File: src/rtl/mem_issue_queue.sv
// In-order issue queue for load/store micro-ops.
// Buffers dispatched memory ops, captures missing operands from two result bypass
// buses, and issues the head op as a registered packet once both operands are present.
// Handles branch-mask kill and clear for every entry still in the queue.
module mem_issue_queue #(
    parameter int unsigned DEPTH_W   = 3,
    parameter int unsigned WIDTH_REG = 5,
    parameter int unsigned WIDTH_BRM = 4,
    parameter int unsigned WIDTH     = 4*32 + WIDTH_REG + WIDTH_BRM + 7 + 10 + 1
) (
    input  logic                  i_clk,
    input  logic                  i_rst_n,
    input  logic                  i_en,
    input  logic [6:0]            i_uop,
    input  logic [9:0]            i_func,
    input  logic [WIDTH_BRM-1:0]  i_brmask,
    input  logic [WIDTH_REG-1:0]  i_rd,
    input  logic [31:0]           i_pc,
    input  logic [31:0]           i_imm,
    input  logic [WIDTH_REG-1:0]  i_rs1,
    input  logic [WIDTH_REG-1:0]  i_rs2,
    input  logic [31:0]           i_op1,
    input  logic [31:0]           i_op2,
    input  logic                  i_rdy1,
    input  logic                  i_rdy2,
    input  logic [32+WIDTH_REG:0] i_bypass0,
    input  logic [32+WIDTH_REG:0] i_bypass1,
    input  logic [WIDTH_BRM-1:0]  i_brkill,
    input  logic [WIDTH_BRM-1:0]  i_brclr,
    output logic [WIDTH-1:0]      o_instr,
    output logic                  o_full,
    output logic                  o_empty
);

    localparam int unsigned DEPTH = 2 ** DEPTH_W;

    typedef struct packed {
        logic                 live;
        logic [6:0]           uop;
        logic [WIDTH_BRM-1:0] brmask;
        logic [WIDTH_REG-1:0] rd;
        logic [31:0]          pc;
        logic [9:0]           func;
        logic [31:0]          imm;
        logic [31:0]          op2;
        logic [31:0]          op1;
        logic [WIDTH_REG-1:0] rs1;
        logic [WIDTH_REG-1:0] rs2;
        logic                 rdy1;
        logic                 rdy2;
    } entry_t;

    entry_t             ent_q [DEPTH];
    entry_t             ent_d [DEPTH];
    entry_t             new_ent;
    entry_t             head_ent;
    logic [DEPTH_W:0]   head_q, head_d;
    logic [DEPTH_W:0]   tail_q, tail_d;
    logic [WIDTH-1:0]   instr_q, instr_d;
    logic [DEPTH_W-1:0] head_idx;
    logic [DEPTH_W-1:0] tail_idx;
    logic               full;
    logic               empty;
    logic               push;
    logic               pop;
    logic               head_ready;
    logic               head_killed;
    logic [32:0]        w1, w2;
    logic [32:0]        nw1, nw2;

    // Returns {rdy, data} for one source after looking at both bypass buses.
    // bypass0 is applied last so it wins when both buses match; tag 0 never wakes.
    function automatic logic [32:0] wake(
        input logic                  rdy,
        input logic [WIDTH_REG-1:0]  tag,
        input logic [31:0]           data,
        input logic [32+WIDTH_REG:0] b0,
        input logic [32+WIDTH_REG:0] b1
    );
        logic [32:0] res;
        res = {rdy, data};
        if (!rdy && tag != '0) begin
            if (b1[32+WIDTH_REG] && b1[31+WIDTH_REG:32] == tag) res = {1'b1, b1[31:0]};
            if (b0[32+WIDTH_REG] && b0[31+WIDTH_REG:32] == tag) res = {1'b1, b0[31:0]};
        end
        return res;
    endfunction

    // Pointer-derived status; the wrap bit separates full from empty.
    always_comb begin
        head_idx = head_q[DEPTH_W-1:0];
        tail_idx = tail_q[DEPTH_W-1:0];
        empty    = (head_q == tail_q);
        full     = (head_q[DEPTH_W] != tail_q[DEPTH_W]) && (head_idx == tail_idx);
    end

    // Build the incoming entry: clear resolved branches, drop it if already killed,
    // and let it catch a broadcast arriving in the same cycle.
    always_comb begin
        nw1 = wake(i_rdy1, i_rs1, i_op1, i_bypass0, i_bypass1);
        nw2 = wake(i_rdy2, i_rs2, i_op2, i_bypass0, i_bypass1);
        new_ent        = '0;
        new_ent.live   = ((i_brmask & i_brkill) == '0);
        new_ent.uop    = i_uop;
        new_ent.brmask = i_brmask & ~i_brclr;
        new_ent.rd     = i_rd;
        new_ent.pc     = i_pc;
        new_ent.func   = i_func;
        new_ent.imm    = i_imm;
        new_ent.rs1    = i_rs1;
        new_ent.rs2    = i_rs2;
        new_ent.rdy1   = nw1[32];
        new_ent.op1    = nw1[31:0];
        new_ent.rdy2   = nw2[32];
        new_ent.op2    = nw2[31:0];
    end

    // Head issue decision uses only registered ready bits, so a wakeup never issues
    // in the cycle it is captured.
    always_comb begin
        head_ent    = ent_q[head_idx];
        head_ready  = !empty && head_ent.live && head_ent.rdy1 && head_ent.rdy2;
        head_killed = ((head_ent.brmask & i_brkill) != '0);
        // A dead head is popped regardless of its operands, costing one bubble.
        pop         = !empty && (!head_ent.live || (head_ent.rdy1 && head_ent.rdy2));
        // Full is sampled before the edge, so a same-cycle pop never frees a slot.
        push        = i_en && !full;
        instr_d     = '0;
        if (head_ready && !head_killed) begin
            instr_d = {1'b1, head_ent.uop, head_ent.brmask & ~i_brclr, head_ent.rd,
                       head_ent.pc, head_ent.func, head_ent.imm, head_ent.op2, head_ent.op1};
        end
        head_d = head_q + {{DEPTH_W{1'b0}}, pop};
        tail_d = tail_q + {{DEPTH_W{1'b0}}, push};
    end

    // Per-slot wakeup, kill and clear; the slot being written takes the new entry.
    always_comb begin
        w1 = '0;
        w2 = '0;
        for (int i = 0; i < DEPTH; i++) begin
            ent_d[i] = ent_q[i];
            w1 = wake(ent_q[i].rdy1, ent_q[i].rs1, ent_q[i].op1, i_bypass0, i_bypass1);
            w2 = wake(ent_q[i].rdy2, ent_q[i].rs2, ent_q[i].op2, i_bypass0, i_bypass1);
            ent_d[i].rdy1 = w1[32];
            ent_d[i].op1  = w1[31:0];
            ent_d[i].rdy2 = w2[32];
            ent_d[i].op2  = w2[31:0];
            if ((ent_q[i].brmask & i_brkill) != '0) ent_d[i].live = 1'b0;
            ent_d[i].brmask = ent_q[i].brmask & ~i_brclr;
        end
        if (push) ent_d[tail_idx] = new_ent;
    end

    // State registers; reset discards every entry and the output packet.
    always_ff @(posedge i_clk or negedge i_rst_n) begin
        if (!i_rst_n) begin
            head_q  <= '0;
            tail_q  <= '0;
            instr_q <= '0;
            for (int i = 0; i < DEPTH; i++) ent_q[i] <= '0;
        end else begin
            head_q  <= head_d;
            tail_q  <= tail_d;
            instr_q <= instr_d;
            for (int i = 0; i < DEPTH; i++) ent_q[i] <= ent_d[i];
        end
    end

    assign o_instr = instr_q;
    assign o_full  = full;
    assign o_empty = empty;

endmodule

File: config.mk
export PLATFORM = sky130hd
export DESIGN_NAME = mem_issue_queue
export DESIGN_NICKNAME = d
export VERILOG_FILES = /design/src/rtl/mem_issue_queue.sv
export SDC_FILE = /design/constraint.sdc
export NUM_CORES = 2
export LEC_CHECK = 0
export BUFFER_PORTS_ARGS = -buffer_cell sky130_fd_sc_hd__buf_2
export CAP_MARGIN = 20
export CORE_AREA = 2 2 527 529
export CTS_CLUSTER_DIAMETER = 200
export DETAILED_ROUTE_END_ITERATION = 8
export DIE_AREA = 0 0 529 531
export PLACE_DENSITY = 0.5
export SKIP_CTS_REPAIR_TIMING = 1
export SYNTH_ARGS = -nofsm -noshare
export SYNTH_HDL_FRONTEND = slang
export SYNTH_SLANG_ARGS = --single-unit
File: constraint.sdc
create_clock -name i_clk -period 4.7 [get_ports i_clk]
set_input_delay 0.235 -clock i_clk [delete_from_list [all_inputs] [get_ports i_clk]]
set_output_delay 0.235 -clock i_clk [all_outputs]
set_load 0.1 [all_outputs]
Word-level counts from Yosys, hierarchy flattened
Index checks and enable logic that the tools add are counted.
{"block": "totals", "reg_bits": 1499, "input_bits": 253, "output_inout_bits": 157, "elab_cells": 358}
{"block": "classes", "n_addsub": 2, "magnitude_cmp": 3, "n_eq_ne": 39, "muxes": 70, "bitwise_logic": 23, "reduce_logical": 114}
{"operator": "$mux W33", "n": 54}
{"operator": "$bwmux W1336", "n": 1}
{"operator": "$mux W1336", "n": 1}
{"operator": "$bmux W167 S3", "n": 1}
{"operator": "$demux W167 S3", "n": 1}
{"operator": "$mux W167", "n": 3}
{"operator": "$eq A5 B5 Y1", "n": 36}
{"operator": "$mux W155", "n": 1}
{"operator": "$reduce_bool A5 Y1", "n": 18}
{"operator": "$and A4 B4 Y4", "n": 20}
{"operator": "$logic_and A1 B1 Y1", "n": 63}
{"operator": "$reduce_bool A4 Y1", "n": 9}
{"operator": "$logic_not A1 Y1", "n": 22}
{"operator": "$add A4 B1 Y4", "n": 2}
{"operator": "$ge A4 B4 Y1 const B", "n": 2}
{"operator": "$mux W1", "n": 8}
{"operator": "$not A3 Y4", "n": 2}
{"operator": "$eq A4 B4 Y1", "n": 1}
{"operator": "$logic_not A4 Y1", "n": 1}
{"operator": "$lt A4 B1 Y1 const B", "n": 1}
{"operator": "$not A4 Y4", "n": 1}
{"operator": "$eq A3 B3 Y1", "n": 1}
{"operator": "$logic_or A1 B1 Y1", "n": 1}
{"operator": "$ne A1 B1 Y1", "n": 1}

Longest topological paths before layout
{"block": "depth", "word_depth": 9, "mapped_depth": 11}

Worst setup path before layout
OpenSTA, ideal clock, no wires.
{"block": "synth_path", "kind": "register to register", "start": "reg head_q[0]", "end": "reg instr_q[100] (netlist: o_instr[100])", "setup_ps": 123, "arrival_time_ps": 3083, "path_slack_ps": 1494, "path_stages_with_launch": 11, "n_path_buf": 4, "path_cell_list": "dfrtp_1 > buf_6 > xnor2_1 > nand3_1 > nor2_1 > or3_1 > or2_1 > buf_6 > buf_12 > buf_12 > nor2_4"}
{"block": "synth_between", "elab_cells_between_ends": 14, "classes_between": "1 x eq/ne; 4 x mux; 2 x bitwise; 7 x reduce/logical"}
{"item": "from (decl)", "line_no": "57", "rtl": "logic [DEPTH_W:0] head_q, head_d;"}
{"item": "from (signal assigned)", "line_no": "158", "rtl": "head_q <= '0;"}
{"item": "from (signal assigned)", "line_no": "163", "rtl": "head_q <= head_d;"}
{"item": "$eq A4 B4 Y1", "line_no": "93", "rtl": "empty = (head_q == tail_q);"}
{"item": "net o_empty", "line_no": "32", "rtl": "output logic o_empty"}
{"item": "$logic_not A1 Y1", "line_no": "122", "rtl": "head_ready = !empty && head_ent.live && head_ent.rdy1 && head_ent.rdy2;"}
{"item": "$logic_and A1 B1 Y1 (3 in a row)", "line_no": "122"}
{"item": "$logic_and A1 B1 Y1", "line_no": "129", "rtl": "if (head_ready && !head_killed) begin"}
{"item": "$mux W155", "line_no": "129"}
{"item": "net instr_d[100]", "line_no": "59", "rtl": "logic [WIDTH-1:0] instr_q, instr_d;"}
{"item": "to (signal assigned)", "line_no": "165", "rtl": "instr_q <= instr_d;"}
{"item": "to (decl)", "line_no": "59"}
The timed path passes the listed nets, and every way through them passes these cells. The select of a mux whose other input is x is not followed.
A chain may end at the register's enable or synchronous reset.

==> out/metrics.yaml <==
routabilityCongestion: 0.8397
synth-edff-count: 0
dieArea_um2: 280900
crit_type: "reg2reg"
yosysMostFrequentCell: "nand2_1"
yosysWarningCount: 0
drt-total-wl_um: 351800
nFillCells: 27530
die_w_um: 529
drc: 0
synth_cells: 8137
worstHoldPathType: "in2async"
finalCritPeriodShare_pct: 84.12
p_leak_uw: 0.04285
ant_nets: 0
drtPass1Iterations: 6
fmax_mhz: 252.9
viasPerCell: 5.739
die_h_um: 531
vias: 68710
start_util_pct: 29.85
synth_top_area_share_pct: 45.65
core-area_um2: 275300
async_flop_share_pct: 100.0
cp-startpoint: "head_q[0]$_DFF_PN0_"
relSlewSlack_pct: 5.968
yosys.area.top_type: "dfrtp_1"
worst_slew_pin_slew_ps: 1410
track_usage_pct: 24.54
rsz0062_at_grt: "false"
grt_max_degree: 149
cts-root-buf: "clkbuf_16"
setup_tns_ps: 0
worstReg2RegStart: "head_q[0]$_DFF_PN0_"
ys_seq_elements: 1499
nNetsFinal: 8452
ys_types: 48
drtIter0Drc: 7362
rows: 193
ys_seq_area_share_pct: 45.65
cts.sinks: 1499
syn-cell-area_um2: 82170
grt_pass1_vias: 68690
startpoint_type: "flop"
cts_inserted_buffers: 186
finalSetupViolations: 0
antenna_found_initial: 71
vdd_drop_max_mv: 0.6336
grt_pass1_wl_um: 507000
status: "complete, but fails checks"
post_dp_cell_area_um2: 87090
yosys-top-cells-count: "nand2_1 (2,395), dfrtp_1 (1,499), mux2i_1 (665)"
yosys-top-cells-area: "dfrtp_1 (46%), nand2_1 (11%), mux4_2 (8.4%)"
wl_per_cell_um: 29.39
violations: "negative hold slack"
area_delta_synth_final_pct: 16.40
power_density_nw_per_um2: 641.2
worst-path-max-fanout: 23
drive_gt1_share_pct: 19.64
dp_hpwl_um: 197700
slew_viol_final: 0
syn-num-nets: 8394
clk_latency_ps: 900
tritoncts: "done"
max_cap_viol_count: 0
io_pins: 410
port_buffers: 409
cts_buffer_depth: 4
htree_levels: 4
crit_required_ps: 5530
synth-main-ff-cell: "dfrtp_1"
cts.clk_slew.worst_paths_ps: 60
finish.utilization_pct: 34.74
grt_overflow: 0
synth.avg_cell_area_um2: 10.10
crit_path_end_kind: "flop"
stdcell_area_um2: 95640
skew_ps: 83.32
hold_viol_final: 1
min_period_ps: 3954
cp_data_arrival_time_ps: 4780
whs_ps: -57.98
[cell usage in the layout, fill, tap and decap left out, types with 132 or more instances in the layout]
cell,n
a22oi_1,258
o211ai_1,512
mux4_2,308
o221ai_1,256
buf_2,408
dlygate4sd3_1,251
mux2_2,289
dfrtp_1,1496
nand3_1,270
nand2_1,2386
xor2_1,139
buf_4,132
mux2i_1,665
clkbuf_16,186
[cell type report]
type | instances | area, µm² | area share [%]
multi-input combinational | 5658 | 40880 | 42.74
sequential | 1499 | 37520 | 39.23
timing repair buffer | 848 | 6681 | 6.986
clock buffer | 270 | 5350 | 5.594
tap | 3607 | 4513 | 4.719
clock inverter | 51 | 594.3 | 0.6214
antenna | 37 | 92.59 | 0.09681
inverter | 2 | 7.507 | 0.007849
[report_power, final]
group | switching, µW | internal [µW]
Combinational | 15400 | 10100
Clock | 6080 | 8420
Sequential | 3150 | 18100
Total | 24700 | 36700
[metrics by stage]
stage / instances / total power, µW / worst slack [ps]
3_5_place_dp: 11360 / 46500 / 1248
6_report: 11970 / 61320 / 746.1
3_3_place_gp: 11360 / 45800 / 1289
5_1_grt: 11960 / 64470 / 611.7
2_1_floorplan: 8137 / 38360 / 1494
4_1_cts: 11680 / 61140 / 1167
[path summary, 6_finish.rpt]
| check | to | slack [ps] | cells after the start |
|---|---|---|---|
| worst min-delay path | async pin | -60 | 2 |
| worst max register to register | ent_q[1244]$_DFF_PN0_ | 750 | 9 |
| worst max-delay path | ent_q[1244]$_DFF_PN0_ | 750 | 9 |
| max in group asynchronous | ent_q[370]$_DFF_PN0_ | 3040 | 3 |
| worst min register to register | flop | 470 | 2 |
| min in group i_clk | ent_q[219]$_DFF_PN0_ | 20 | 3 |
[routing by layer]
layer  up-vias  GRT usage, %  wire length [µm]
met5         -             0               152
met1     35100         31.59            142300
met4        24         12.05             17530
met2      3780         38.15            160400
li1      28900             -                 -
met3       906         6.408             31440
[cell families after synthesis]
kind of cell,count (synthesis),share of synthesized area (%)
fa+ha+maj,4,0.06091
flops,1499,45.65
buf+inv,980,5.328
compound gates,1182,10.89
mux,1266,20.62
simple gates,3018,15.44
xor+xnor,188,2.004
[worst max-delay path, stage by stage, from the launching register on]
cell           delay [ps]
dfrtp_4               660
xnor2_1               210
nand4_1               110
buf_4                 220
nand3_4               380
a21oi_4              1070
buf_4                 390
a22oi_1               120
o211ai_1              120
dlygate4sd3_1         570
Power figures use the tool's default switching activity.
